[src/rtl/io_pkg.sv]
// rtl/io_pkg.sv - shared types and constants for the character-output path
// Contents: default requester count, arbiter state enum, ASCII constants
// shared with the output units (TAG_BASE, CR, LF).
package io_pkg;

    localparam int N_REQ_DEFAULT = 4;

    typedef enum logic [1:0] {
        IDLE = 2'd0,
        TAG  = 2'd1,
        XFER = 2'd2
    } state_t;

    localparam logic [6:0] TAG_BASE = 7'd48;
    localparam logic [6:0] CR       = 7'd13;
    localparam logic [6:0] LF       = 7'd10;

endpackage

[src/rtl/io_rr_pick.sv]
// rtl/io_rr_pick.sv - combinational round-robin picker
// Ports: req [N-1:0] request vector, ptr index of the last winner,
//        valid high when any request is set, idx first requester at or
//        after ptr+1, wrapping at N-1 -> 0 (N need not be a power of two).
module io_rr_pick #(
    parameter int N  = 4,
    parameter int PW = (N > 1) ? $clog2(N) : 1
) (
    input  logic [N-1:0]  req,
    input  logic [PW-1:0] ptr,
    output logic          valid,
    output logic [PW-1:0] idx
);

    int          cand;
    logic [PW-1:0] cand_idx;

    // Scan from the farthest candidate to the nearest so the nearest
    // requester after ptr is the final assignment.
    always_comb begin
        valid    = 1'b0;
        idx      = '0;
        cand     = 0;
        cand_idx = '0;
        for (int k = N; k >= 1; k--) begin
            cand = int'(ptr) + k;
            if (cand >= N) begin
                cand = cand - N;
            end
            cand_idx = PW'(cand);
            if (req[cand_idx]) begin
                valid = 1'b1;
                idx   = cand_idx;
            end
        end
    end

endmodule

[src/rtl/io_tx_arbiter.sv]
// rtl/io_tx_arbiter.sv - block-granular round-robin arbiter in front of UartTX
// Ports: clk, reset (sync, active-high); req/load/last [N_REQ], data [7*N_REQ]
//        from the output units; gnt (registered one-hot), ready [N_REQ];
//        uart_load/uart_data to UartTX, uart_ready from UartTX; busy.
// Optional macro IO_ARB_TAG_EN: prefix a block with ASCII '0'+index when the
//        requester differs from the previously served one.
module io_tx_arbiter
    import io_pkg::*;
#(
    parameter int N_REQ = N_REQ_DEFAULT
) (
    input  logic                 clk,
    input  logic                 reset,
    input  logic [N_REQ-1:0]     req,
    input  logic [N_REQ-1:0]     load,
    input  logic [7*N_REQ-1:0]   data,
    input  logic [N_REQ-1:0]     last,
    output logic [N_REQ-1:0]     gnt,
    output logic [N_REQ-1:0]     ready,
    output logic                 uart_load,
    output logic [6:0]           uart_data,
    input  logic                 uart_ready,
    output logic                 busy
);

    localparam int PW = $clog2(N_REQ);

    state_t        state, state_n;
    logic [PW-1:0] g, g_n;
    logic [PW-1:0] ptr, ptr_n;
    logic          pick_valid;
    logic [PW-1:0] pick_idx;
    logic [6:0]    data_g;
    logic          req_g, load_g, last_g, accept, release_blk;

`ifdef IO_ARB_TAG_EN
    logic          prev_valid;
`endif

    io_rr_pick #(.N(N_REQ), .PW(PW)) u_pick (
        .req   (req),
        .ptr   (ptr),
        .valid (pick_valid),
        .idx   (pick_idx)
    );

    always_comb begin
        data_g = '0;
        for (int i = 0; i < N_REQ; i++) begin
            if (g == PW'(i)) begin
                data_g = data[7*i +: 7];
            end
        end
    end

    assign req_g  = req[g];
    assign load_g = load[g];
    assign last_g = last[g];
    assign accept = load_g & uart_ready;

    always_comb begin
        state_n     = state;
        g_n         = g;
        ptr_n       = ptr;
        release_blk = 1'b0;
        ready       = '0;
        uart_load   = 1'b0;
        uart_data   = '0;
        case (state)
            IDLE: begin
                if (pick_valid) begin
                    g_n     = pick_idx;
                    state_n = XFER;
`ifdef IO_ARB_TAG_EN
                    // ptr doubles as the previously served index.
                    if (!prev_valid || pick_idx != ptr) begin
                        state_n = TAG;
                    end
`endif
                end
            end
`ifdef IO_ARB_TAG_EN
            TAG: begin
                // An abandon here still waits for the tag byte to go out.
                if (uart_ready) begin
                    uart_load = 1'b1;
                    uart_data = TAG_BASE + 7'(g);
                    if (req_g) begin
                        state_n = XFER;
                    end else begin
                        release_blk = 1'b1;
                    end
                end
            end
`endif
            XFER: begin
                ready[g]  = uart_ready;
                uart_load = accept;
                uart_data = data_g;
                if ((accept && last_g) || (!req_g && !accept)) begin
                    release_blk = 1'b1;
                end
            end
            default: state_n = IDLE;
        endcase
        if (release_blk) begin
            state_n = IDLE;
            ptr_n   = g;
        end
        // A partial block is dropped on reset: nothing reaches the UART.
        if (reset) begin
            ready     = '0;
            uart_load = 1'b0;
            uart_data = '0;
        end
    end

    always_ff @(posedge clk) begin
        if (reset) begin
            state <= IDLE;
            g     <= '0;
            ptr   <= PW'(N_REQ - 1);
            gnt   <= '0;
        end else begin
            state <= state_n;
            g     <= g_n;
            ptr   <= ptr_n;
            gnt   <= (state_n == IDLE) ? '0 : (N_REQ'(1) << g_n);
        end
    end

`ifdef IO_ARB_TAG_EN
    always_ff @(posedge clk) begin
        if (reset) begin
            prev_valid <= 1'b0;
        end else if (release_blk) begin
            prev_valid <= 1'b1;
        end
    end
`endif

    assign busy = (state != IDLE);

endmodule
[config.mk]
export PLATFORM = sky130hd
export DESIGN_NAME = io_tx_arbiter
export DESIGN_NICKNAME = d
export VERILOG_FILES = /design/src/rtl/io_pkg.sv /design/src/rtl/io_rr_pick.sv /design/src/rtl/io_tx_arbiter.sv
export SDC_FILE = /design/constraint.sdc
export NUM_CORES = 1
export LEC_CHECK = 0
export ABC_CLOCK_PERIOD_IN_PS = 2100
export BUFFER_PORTS_ARGS = -buffer_cell sky130_fd_sc_hd__buf_2
export CORE_ASPECT_RATIO = 1.4
export CORE_MARGIN = 2
export CORE_UTILIZATION = 33
export DETAILED_ROUTE_END_ITERATION = 7
export GPL_ROUTABILITY_DRIVEN = 0
export PLACE_DENSITY = 0.72
export SYNTH_ARGS = -nofsm -noshare
export SYNTH_HDL_FRONTEND = slang
export SYNTH_SLANG_ARGS = --single-unit
[constraint.sdc]
create_clock -name clk -period 2.1 [get_ports clk]
set_clock_uncertainty 0.05 [all_clocks]
set_input_delay 0.525 -clock clk [delete_from_list [all_inputs] [get_ports clk]]
set_output_delay 0.525 -clock clk [all_outputs]
set_load 0.02 [all_outputs]
After elaboration in Yosys (flattened, before gate mapping)
Index checks and enable logic that the tools add are counted.

storage, ports and cells
  register bits = 10
  latch bits = 0
  memory bits (writable) = 0
  bits in read-only memories = 0
  bits of input ports = 43
  memories = 0

cells by class
  add/sub/neg operators = 8
  $mul = 0
  div/mod/pow operators = 0
  order comparisons = 10
  equality and inequality tests = 4
  shift-type cells = 1
  multiplexer cells = 45
  bitwise operators = 2
  reductions and logical operators = 11

operator list
  cell                                                 number
  2-to-1 mux 7 bit                                     6
  2-to-1 mux 2 bit                                     12
  2-to-1 mux 1 bit                                     16
  < comparator 2 x 3 -> 1 bit, second input constant   5
  binary-select mux 1 bit (select 2 bit)               7
  >= comparator 3 bit, second input constant           3
  2-to-1 mux 4 bit                                     2
  subtractor 2 x 1 -> 2 bit, second input constant     4
  adder 2 x 2 -> 3 bit, second input constant          2
  == test 2 bit, second input constant                 3
  zero test 2 bit                                      3
  adder 2 x 3 -> 4 bit, second input constant          1
  bitwise AND 4 bit                                    1
  >= comparator 4 x 3 -> 1 bit, second input constant  1
  one-hot mux 2 bit (2 select lines)                   1
  << shifter 1 x 2 -> 4 bit, first input constant      1
  adder 2 x 1 -> 3 bit, second input constant          1
  logical AND 1 bit                                    3
  demux 1 bit (select 2 bit)                           1
  == test 2 x 1 -> 1 bit, second input constant        1
  >= comparator 2 x 1 -> 1 bit, second input constant  1
  zero test 1 bit                                      2
  nonzero test 2 bit                                   1
  OR reduction 2 bit                                   1
  2 further kinds                                      2

Logic depth before layout (Yosys ltp)
  depth after elaboration = 14
  depth in mapped cells = 6
  depth with buffers taken out = 5

Cells and area by module
Synthesis repeated with hierarchy kept, for this count alone.

second synthesis, totals
  cell total of the unflattened synthesis = 92
  area, all modules = 929.6 um^2

by module, submodules not included
  module         times used  cells an instance  area an instance (um^2)
  io_tx_arbiter  1           78                 838.3
  io_rr_pick     1           14                 91.3

Worst setup path after synthesis
Ideal clock, no wire load.

  path kind = reg-to-output
  from = reg g[0]
  to = out uart_data[4]
  arrival = 1.487 ns
  slack = 0.038 ns
  stages on the path, launching flop included = 5
  cells stage by stage = dfxtp_1 -> buf_6 -> clkbuf_1 -> mux4_2 -> and2_1

between the ends
  word-level cells in the longest chain between the ends = 7
  elaborated cells on any way between the ends = 10
  those cells by class = eq/ne (3); mux (6); reduce/logical (1)

RTL lines
  item                           line                  RTL
  start, declared                io_tx_arbiter.sv:29   logic [PW-1:0] g, g_n;
  start signal, assigned         io_tx_arbiter.sv:126  g <= g_n;
  zero test 2 bit                io_tx_arbiter.sv:50   if (g == PW'(i)) begin
  2-to-1 mux 7 bit (3 in a row)  io_tx_arbiter.sv:50
  2-to-1 mux 7 bit *             io_tx_arbiter.sv:50
  2-to-1 mux 7 bit *             io_tx_arbiter.sv:69   case (state)
  2-to-1 mux 7 bit *             io_tx_arbiter.sv:111  if (reset) begin
  end, declared                  io_tx_arbiter.sv:21   output logic [6:0] uart_data,

Mark *: on every way between the ends. The rest lies on a longest branch, timed or not.

Worst setup path after layout
  from = reg g[0]
  to = out uart_data[5]

The elaborated chain is that of the path after synthesis.

==> impl_metrics.py <==
metrics = {
    "outcome": {
        "status": "finished, violations left",
        "violations": "setup timing",
    },
    "timing": {
        "finalHoldViolCount": 0,
        "maxSlewViolCount": 0,
        "period_share_pct": 102,
        "layout_setup_ws_ns": -0.0414,
        "tns_ns": -0.128,
        "fmaxAchievable_mhz": 467,
        "rsz0062_at_grt": "true",
        "setup_violations": 5,
        "fin_crit_ns": 2.14,
    },
    "global_route": {
        "first_global_vias": 811,
        "grt_usage_pct": 15.3,
        "antenna_found_initial": 0,
        "grt_pass1_wl_um": 3280,
        "grt_remaining_overflow": 0,
        "grt_max_degree": 13,
    },
    "synthesis": {
        "synth_top_area_share_pct": 24.0,
        "synth_area_leader_cell": "dfxtp_1",
        "syn_nets": 126,
        "syn_inst": 83,
        "synth_seq_cells": 10,
        "synth_area_um2": 833,
        "synth_area_leaders": "dfxtp_1 (24%), mux4_1 (16%), mux2i_1 (9.6%)",
        "yosys_warnings": 0,
        "synth.avg_cell_area_um2": 10.0,
        "synth_seq_area_share_pct": 24.0,
        "synth.distinct_cells": 29,
    },
    "drt": {
        "vias": 910,
        "remaining_drc_errors": 0,
        "routedWlPerCell_um": 12.5,
        "drtPass1Iterations": 4,
        "routed_via_density": 4.87,
        "routed_wirelength_um": 2340,
        "final_antenna_net_count": 0,
        "drt_iter0_drc": 15,
    },
    "worst_setup_path": {
        "crit_end": "uart_data[5]",
        "timing.rr.start": "g[0]$_SDFF_PP0_",
        "worst_setup_path_start_kind": "register",
        "reg2reg_depth": 6,
        "rrSetupSlack_ns": 0.07,
        "critPathKind": "reg2out",
        "critPathRequiredTime_ns": 1.52,
        "worst_setup_path_end_kind": "primary output",
        "crit_fanout": 6,
        "startpoint": "g[0]$_SDFF_PP0_",
        "r2r-end": "gnt[0]$_SDFF_PP0_",
        "arrival_ns": 1.57,
    },
    "worst_hold_path": {
        "hp-class": "in2reg",
        "hp-start": "reset",
        "hold_path_depth": 2,
    },
    "die": {
        "fp-row-count": 21,
        "die_y_um": 63.5,
        "die_area_um2": 2950,
        "die_w_um": 46.5,
        "start_util_pct": 34.9,
        "ios": 60,
        "core_area_um2": 2390,
    },
    "final_layout": {
        "final_nets": 197,
        "final_cell_mix": "buf_2 (55), buf_4 (11), mux2i_1 (8), dfxtp_1 (8), nor2_1 (7)",
        "antenna_cells": 0,
        "drive_gt1_share_pct": 58.2,
        "final_common_cell": "buf_2",
        "nFillCells": 215,
        "syn_to_final_growth_pct": 56.9,
    },
    "power": {
        "max-vdd-ir-drop_uv": 263,
        "pwr-share-clk_pct": 30.0,
        "netSwitchingPower_uw": 159,
        "p_leak_nw": 0.653,
        "p_sw_share_pct": 27.7,
        "power_density_nw_per_um2": 439,
        "p_comb_share_pct": 33.6,
        "power_frac_seq_pct": 36.4,
        "p_int_uw": 415,
    },
    "clocking": {
        "cts_buffers": 3,
        "insertion_delay_ns": 0.27,
        "clock_sinks": 10,
        "clk_path_buf_depth": 2,
        "htreeDepth": 1,
        "clk_pin_slew_ns": 0.07,
        "cts_root_buf": "clkbuf_4",
        "cts_tree": "built",
    },
    "run": {
        "maxCapViolations": 0,
    },
    "placement": {
        "place_ws_ns": -0.0917,
        "io_buffer_count": 59,
        "dpl.hpwl_um": 1760,
    },
}
==> how the worst min path moves through the flow <==
stage	end	slack, ns
2_1_floorplan	ptr[0]$_SDFFE_PP1P_	0.42
3_5_place_dp	ptr[0]$_SDFFE_PP1P_	0.46
6_report	g[0]$_SDFF_PP0_	0.45
4_1_cts	g[0]$_SDFF_PP0_	0.44
5_1_grt	g[0]$_SDFF_PP0_	0.47
3_3_place_gp	ptr[0]$_SDFFE_PP1P_	0.45
==> Yosys cell counts <==
cell type	n
a41oi_1	1
conb_1	1
buf_4	1
clkbuf_1	2
and4_1	1
o22ai_1	2
mux4_1	5
inv_1	4
nand2_1	7
a21oi_1	4
and3b_1	1
dfxtp_1	10
or2_2	1
mux2_2	1
o21ai_1	1
mux2_4	1
mux4_2	3
buf_6	1
nor2b_1	1
nor3_1	2
or4_1	1
and2_1	7
nor3b_1	4
nor2_1	8
nand2b_1	2
o221ai_1	1
mux2i_1	8
o221a_2	1
o221ai_4	1
==> worst max-delay path, cell delays in order, from the launching register on <==
cell	delay, ns
dfxtp_4	0.40
buf_6	0.13
mux4_2	0.50
and2_4	0.15
buf_6	0.12
==> per-layer routing <==
layer,vias to the layer above,global-route usage (%),wire length [um]
met5,-,0,0
met4,0,5.71,34
met3,5,3.15,193
met2,46,30.7,1310
met1,404,13.1,797
li1,455,-,-
==> per-stage QoR <==
stage          instances  total power [mW]  hold slack [ns]  util [%]  instance area [um2]
6_report             187             0.573            0.448      54.7                 1310
5_1_grt              187             0.606            0.467      54.7                 1310
4_1_cts              187             0.577            0.439      54.0                 1290
3_5_place_dp         180             0.392            0.458      50.4                 1200
3_3_place_gp         180             0.385            0.451      50.4                 1200
2_1_floorplan         83             0.318            0.417         -                  833
==> power groups by stage <==
stage / Combinational (mW) / Clock [mW] / Sequential (mW)
after floorplan: 0.105 / 0 / 0.213
after global placement: 0.169 / 0 / 0.215
after detailed placement: 0.176 / 0 / 0.216
after CTS: 0.189 / 0.179 / 0.209
after global routing: 0.208 / 0.188 / 0.210
final: 0.193 / 0.172 / 0.209
==> what timing repair did <==
item | in CTS | in global routing
resized for setup | 11 | 6
pin swaps | 2 | 0
hold buffers | 0 | 0
setup buffers | 3 | 0
setup endpoints to repair | 12 | 13
==> sequential cells by signal, indices dropped and copies added (netlist names) <==
register  cells
gnt           4
g             2
ptr           2
state         2
==> cells by family after synthesis <==
group,count (synthesis),synth area share [%]
AOI/OAI and AO/OA,11,11.1
buffers and inverters,8,4.96
DFF,10,24.0
muxes,18,36.6
other,1,0.450
and+or+nand+nor,35,22.8
==> cell type report <==
cell class	count	area (um2)	area share, %
Timing Repair Buffer	70	403	30.8
Inverter	4	15.0	1.15
Clock buffer	4	36.3	2.78
Multi-Input combinational cell	65	606	46.3
Tap cell	34	42.5	3.25
Sequential cell	10	205	15.7
No activity file was read; power rests on OpenSTA's default activity.
